`src/rtl/nios_system_sysid_timeout.sv`:
```
// Loadable down-counter with an expiry indication.
// Ports: clk_i, rst_ni (synchronous, active low), load_i/load_val_i reload the
// count, en_i enables decrement, expired_o is high while enabled at zero.
// Loading N-1 makes expired_o fire in the Nth enabled cycle after the load.
module nios_system_sysid_timeout #(
  parameter int unsigned Width = 16
) (
  input  logic             clk_i,
  input  logic             rst_ni,
  input  logic             load_i,
  input  logic [Width-1:0] load_val_i,
  input  logic             en_i,
  output logic             expired_o
);

  localparam logic [Width-1:0] One = Width'(1);

  logic [Width-1:0] cnt_q, cnt_d;

  always_comb begin
    cnt_d = cnt_q;
    if (load_i) begin
      cnt_d = load_val_i;
    end else if (en_i && (cnt_q != '0)) begin
      cnt_d = cnt_q - One;
    end
  end

  always_ff @(posedge clk_i) begin
    if (!rst_ni) begin
      cnt_q <= '0;
    end else begin
      cnt_q <= cnt_d;
    end
  end

  assign expired_o = en_i && (cnt_q == '0);

endmodule

```
`config.mk`:
```
export PLATFORM = sky130hd
export DESIGN_NAME = nios_system_sysid_timeout
export DESIGN_NICKNAME = d
export VERILOG_FILES = /design/src/rtl/nios_system_sysid_timeout.sv
export SDC_FILE = /design/constraint.sdc
export NUM_CORES = 1
export LEC_CHECK = 0
export BUFFER_PORTS_ARGS = -buffer_cell sky130_fd_sc_hd__clkbuf_2
export CAP_MARGIN = 20
export CORE_MARGIN = 2
export CORE_UTILIZATION = 50
export CTS_BUF_LIST = sky130_fd_sc_hd__clkbuf_4
export DETAILED_ROUTE_END_ITERATION = 10
export PLACE_DENSITY_LB_ADDON = 0.3
export SLEW_MARGIN = 40
export SYNTH_ARGS = -nofsm -noshare
export SYNTH_HDL_FRONTEND = slang
export SYNTH_SLANG_ARGS = --single-unit
export TNS_END_PERCENT = 5
```
`constraint.sdc`:
```
create_clock -name clk_i -period 1.77 [get_ports clk_i]
set_clock_uncertainty 0.05 [all_clocks]
set_input_delay 0.4425 -clock clk_i [delete_from_list [all_inputs] [get_ports clk_i]]
set_output_delay 0.4425 -clock clk_i [all_outputs]
set_load 0.05 [all_outputs]
```
==> metrics.csv, run 1 <==
metric,value,unit
crit_path_max_fanout,4,
fin_hold_ws,0.3024,ns
yosys.area_share.xor_xnor,8.129,%
result_of_the_run,"finished, violations left",
synth.yosys.warnings,0,
worst_path_max_delay_cell,dfxtp_2,
multiInputGateArea,655.6,um2
hold_viol,0,
failing_checks,negative setup slack,
cts_buffer_depth,2,
numPortBuffers,20,
most-common-layout-cells,"clkbuf_2 (19), a21oi_1 (18), buf_4 (18)",
post_drt_via_cell_ratio,5.561,
dominantRegCellSynth,dfxtp_1,
nNetsFinal,177,
worst_path_largest_cell_delay,0.36,ns
clock_sinks,16,
vias,1001,
cts_tree,done,
largest_register_ff_count,16,
relSlewSlack,77.38,%
synth-adder-area-share,1.290,%
routed_wl,2.444,mm
place_congestion,0.8387,
antenna-diode-count,0,
ys_types,36,
layout_top_registers,cnt_q: 16 flops,
timing.critical_path.buf_inv,1,
initial_antenna_violation_count,0,
dp_hpwl,1.721,mm
track_usage,24.01,%
syn-mean-instance-area,8.288,um2
final_common_cell,clkbuf_2,
power.leakage,0.0005359,uW
synth_area,969.7,um2
worst_hold_path_type,input pin to flop,
grt_start_max_net_pins,17,
stdcell_count,180,
final_layout_size_suffix_gt1_share,40.00,%
die_area,0.002308,mm2
worstReg2RegEnd,cnt_q[13],
cts-root-buf,clkbuf_4,
synth_simple_gate_area_share,23.87,%
placedInstanceArea,0.001206,mm2
area.sequential,324.1,um2
muxShareOfSynthArea,3.097,%
power_density,705.3,mW/mm2
ir_worst_vdd,0.4739,mV
num_rows,15,
critical_path.cell_chain,nor4_4 -> nand3_2 -> nor3_4 -> buf_8,
filler_cell_count,132,
drt_first_iter_violations,13,
pre_cts_slack,-0.06531,ns
die_wd,48.04,um
fmaxAchievable,0.4928,GHz
postSynth.asyncResetShare,0,%
count_of_state_elements_after_synthesis,16,
reg2reg_start,cnt_q[8],
drt_first_pass_iters,4,
synth_compound_gate_area_share,25.94,%
design.core.area,0.001783,mm2
final_setup_violating_endpoints,3,
clk_pin_slew_worst_paths,0.10,ns
cts_hold_buf,0,
post_synth_main_area_contributors,"dfxtp_1 (33%), a21oi_1 (9.3%), o21ai_0 (7.2%)",
layout_min_cycle_time,2.029,ns
timing.critical_path.required,1.28,ns
num_io_pins,21,
gr-total-overflow,0,
critical-path-top-delay-family,simple AND/OR/NAND/NOR gates,
area_growth_syn_to_layout,35.35,%
critPathKind,flop to output port,
worstMarginPinSlew,0.3367,ns
avgRoutedWirePerCell,13.58,um
worstSetupStartpoint,cnt_q[8],
timing.final.crit_share,114.6,%
post-synth-top-area-fraction,33.03,%
htreeDepth,1,
layout_setup_ws,-0.2591,ns
timing.critical_path.to,expired_o,
cp-end-kind,output port,
route.antenna.remaining_nets,0,
number_of_global_route_vias_before_repair,890,
worstPathArrival,1.54,ns
dp.cells,173,
post-route-drc-count,0,
worst_hold_path_depth,2,
final_area,0.001313,mm2
post_synth_inst_count,117,
floorplan.initialDensity,54.39,%
mappedNetlistNets,138,
cts-buffers-inserted,3,
yosys.area.top_type,dfxtp_1,
largest_register,cnt_q,
final_max_slew_viol_count,0,
rsz0062_at_grt,true,
yosysSeqAreaShare,33.03,%
crit_cells,4,
synth-edff-count,0,
synth_top_family_by_area,compound AO/OA/AOI/OAI gates,
ff2ff_path_depth,5,
crit_path_start_kind,flop,
grt_first_pass_wirelength,3.760,mm
worst-r2r-setup-slack,-0.04,ns
die-height,48.04,um
cap_violations,0,
setup_total_negative_slack,-0.3037,ns
clock_latency_at_the_later_pin_of_the_worst_skew_pair,0.30,ns
[metal layers]
| metal | share of wire, % | wire length (um) | GRT usage [%] | up-vias |
|---|---|---|---|---|
| met5 | 0 | 0 | 0 | - |
| met4 | 2.2 | 54 | 12.43 | 0 |
| met3 | 3.4 | 83 | 4.528 | 7 |
| met2 | 49 | 1196 | 40.27 | 27 |
| met1 | 45 | 1109 | 28.89 | 460 |
| li1 | - | - | - | 507 |
[synthesized netlist by cell type, types with 2 or more instances]
cell / instances
a21oi_1: 18
dfxtp_1: 16
o21ai_0: 14
nor3_1: 8
xnor2_1: 8
nand2_1: 7
nor2_1: 7
inv_1: 4
a211oi_1: 3
clkbuf_1: 3
mux2i_1: 3
or3_1: 2
[cells by family after synthesis]
kind of cell	Yosys count
flops	16
compound gates	42
mux	3
simple gates	36
buf+inv	10
xor+xnor	9
fa+ha+maj	1
[repair_timing]
| item | CTS | global route |
|---|---|---|
| pin swaps | 3 | 5 |
| setup buffers | 2 | 1 |
| gates resized for setup | 10 | 7 |
| setup endpoints to repair | 5 | 12 |
| endpoints found under the hold margin | 0 | 0 |
[area by class of cell]
cell class                      instances  area share, %
Multi-Input combinational cell         91          49.95
Sequential cell                        16          24.69
Timing Repair Buffer                   39          19.54
Tap cell                               25          2.383
Clock buffer                            3          1.716
Inverter                                5          1.430
Clock inverter                          1         0.2860
[stage by stage]
stage | total power, uW | util (%)
global route | 980.4 | 73.61
finish | 925.7 | 73.61
floorplan | 587.2 | -
detailed placement | 685.4 | 67.65
global placement | 675.2 | 67.65
CTS | 908.1 | 71.86
[power breakdown]
| part | internal, uW | total [uW] | leakage, uW | switching [uW] |
|---|---|---|---|---|
| clock network | 82.4 | 210 | 0.0000154 | 128 |
| registers | 391 | 421 | 0.000134 | 29.7 |
| logic | 146 | 295 | 0.000386 | 149 |
| total | 619 | 926 | 0.000536 | 306 |
[how the worst min path moves through the flow]
| stage | start | to | slack (ns) |
|---|---|---|---|
| finish | load_val_i[10] | cnt_q[10] | 0.30 |
| global route | load_val_i[10] | cnt_q[10] | 0.29 |
| CTS | load_val_i[10] | cnt_q[10] | 0.30 |
| detailed placement | cnt_q[12] | cnt_q[12] | 0.51 |
| global placement | cnt_q[1] | cnt_q[1] | 0.50 |
| floorplan | cnt_q[12] | cnt_q[12] | 0.48 |
Power figures use the tool's default switching activity.
==> run 2: changes to the inputs <==
Settings changed: CELL_PAD_IN_SITES_DETAIL_PLACEMENT set to 1, CELL_PAD_IN_SITES_GLOBAL_PLACEMENT set to 2, CORE_UTILIZATION 50 to 29.
==> run 2 against run 1 <==
  * The run still ends with negative setup slack left
  * Non-clock buffer count is 3 higher
  * Highest routed layer unchanged
  * Largest power group unchanged
  * Sequential power hardly changed
  * Fmax is 0.94% higher
  * Critical path type unchanged
  * Cell count is 12% higher
  * Worst hold slack better by 0.021 ns
  * Register-to-register slack better by 0.04 ns
  * Critical endpoint unchanged
==> metrics.csv, run 2 (synthesis results as in run 1) <==
metric,value,unit,change
timing.critical_path.buf_inv,1,,unchanged
number_of_global_route_vias_before_repair,982,,+10%
worst_path_max_delay_cell,dfxtp_2,,
grt_start_max_net_pins,28,,+11
avgRoutedWirePerCell,13.50,um,-0.55%
num_rows,20,,+5
reg2reg_start,cnt_q[5],,
worstReg2RegEnd,cnt_q[1],,
place_congestion,0.8241,,-1.7%
ir_worst_vdd,0.2268,mV,-52%
layout_min_cycle_time,2.010,ns,-0.01886 ns
cts_tree,done,,
filler_cell_count,390,,+200%
power_density,676.9,mW/mm2,-4.0%
ff2ff_path_depth,7,,+2
worst-r2r-setup-slack,0,ns,+0.04 ns
worstSetupStartpoint,cnt_q[5],,
combinationalPowerShare,34.0,%,+2.2 points
initial_antenna_violation_count,0,,unchanged
critical-path-top-delay-family,simple AND/OR/NAND/NOR gates,,
drt_first_pass_iters,3,,-1
final_setup_violating_endpoints,4,,+1
post-route-drc-count,0,,unchanged
worstPathArrival,1.52,ns,-0.02 ns
cp-end-kind,output port,,
design.core.area,0.003128,mm2,+75%
result_of_the_run,"finished, violations left",,
post_drt_via_cell_ratio,4.965,,-11%
final_layout_size_suffix_gt1_share,42.68,%,+2.7 points
crit_cells,4,,unchanged
antenna-diode-count,0,,unchanged
failing_checks,negative setup slack,,
num_io_pins,21,,unchanged
track_usage,15.83,%,-8.2 points
switching_power,304.1,uW,-0.79%
crit_path_max_fanout,2,,-2
cap_violations,0,,unchanged
cts-buffers-inserted,3,,unchanged
critPathKind,flop to output port,,
htreeDepth,1,,unchanged
die_wd,61.83,um,+29%
fin_hold_ws,0.3231,ns,+0.02064 ns
rsz0062_at_grt,true,,
cellInternalPower,635.2,uW,+2.6%
largest_register,cnt_q,,
area_growth_syn_to_layout,43.10,%,
worstMarginPinSlew,0.3512,ns,+0.01450 ns
total_power_of_the_final_layout,939.2,uW,+1.5%
worst_hold_startpoint,load_val_i[10],,
numPortBuffers,20,,unchanged
layout_setup_ws,-0.2402,ns,+0.01886 ns
largest_register_ff_count,16,,unchanged
switching_share,32.37,%,-0.73 points
power.share.clock,20.8,%,-1.9 points
nNetsFinal,180,,+1.7%
multiInputGateArea,678.2,um2,+3.4%
seqPwrFrac,45.2,%,-0.3 points
routed_wl,2.714,mm,+11%
timing.final.crit_share,113.6,%,-1.1 points
power.leakage,0.0005519,uW,+3.0%
worst_path_largest_cell_delay,0.35,ns,about the same
most-common-layout-cells,"buf_4 (20), clkbuf_2 (19), a21oi_1 (18)",,
clk_pin_slew_worst_paths,0.09,ns,about the same
fmaxAchievable,0.4975,GHz,+0.94%
timing.critical_path.to,expired_o,,
gr-total-overflow,0,,unchanged
clock_latency_at_the_later_pin_of_the_worst_skew_pair,0.29,ns,about the same
grt_first_pass_wirelength,4.347,mm,+16%
cts-root-buf,clkbuf_4,,
dp_hpwl,1.994,mm,+16%
hold_viol,0,,unchanged
final_util,44.36,%,-29 points
crit_path_start_kind,flop,,
worst_hold_path_depth,2,,unchanged
final_common_cell,buf_4,,
area.sequential,325.3,um2,+0.39%
cts_buffer_depth,2,,unchanged
die_area,0.003822,mm2,+66%
drt_first_iter_violations,19,,+6
final_max_slew_viol_count,0,,unchanged
worst_hold_path_type,input pin to flop,,
die-height,61.83,um,+29%
clock_sinks,16,,unchanged
layout_top_registers,cnt_q: 16 flops,,
route.antenna.remaining_nets,0,,unchanged
relSlewSlack,76.41,%,-0.97 points
critical_path.cell_chain,nor4_4 -> nand3_2 -> nor3_4 -> buf_12,,
timing.critical_path.required,1.28,ns,about the same
floorplan.initialDensity,31.00,%,-23 points
vias,998,,-0.30%
## run 2: changes by cell type in the layout (fill, tap and decap cells not counted), sizes merged
cell / delta
clkinv: -1
buf: +3
## run 2: metrics by stage
step	instance area [um2]	cells	setup WS [ns]	setup TNS [ns]
after floorplan	980.9	117	-0.2346	-0.2346
after global placement	1237	191	-0.01814	-0.03783
after detailed placement	1237	191	-0.08928	-0.2137
after CTS	1341	200	-0.2581	-0.3495
after global routing	1388	201	-0.3188	-0.9954
final	1388	201	-0.2402	-0.2503
## run 2: area by class of cell
type	count	area share [%]
flip-flops and latches	16	23.44
well taps	44	3.968
clock buffers	3	1.623
repair buffers	42	20.74
inverters	5	1.353
multi-input cells	91	48.87
## run 2: worst min-delay path by stage
stage	end
2_1_floorplan	cnt_q[12]
3_3_place_gp	cnt_q[12]
3_5_place_dp	cnt_q[15]
4_1_cts	cnt_q[10]
5_1_grt	cnt_q[10]
6_report	cnt_q[10]
## run 2: what timing repair did
item | CTS | global route
hold buffers | 0 | 0
gates resized for setup | 12 | 8
pin swaps | 8 | 6
setup endpoints to repair | 9 | 12
setup buffers | 6 | 1
## run 2: routing by layer
metal	GRT usage (%)	vias up	wire [um]
li1	-	507	-
met3	3.106	5	85
met4	7.295	0	50
met1	18.32	470	1217
met5	0	-	0
met2	27.97	16	1361
## run 2: power groups by stage
stage               Combinational [uW]  Clock, uW  Sequential [uW]
floorplan                          160          0              427
global placement                   257          0              427
detailed placement                 265          0              429
CTS                                300        207              424
global route                       352        220              428
finish                             319        196              424
## run 2: worst register-to-register path: cells and delay by family, from the launching register on
kind	cells	cell delay [ns]
AND/OR/NAND/NOR	3	0.57
AO/OA/AOI/OAI	2	0.37
flip-flops	1	0.35
buffers and inverters	2	0.32
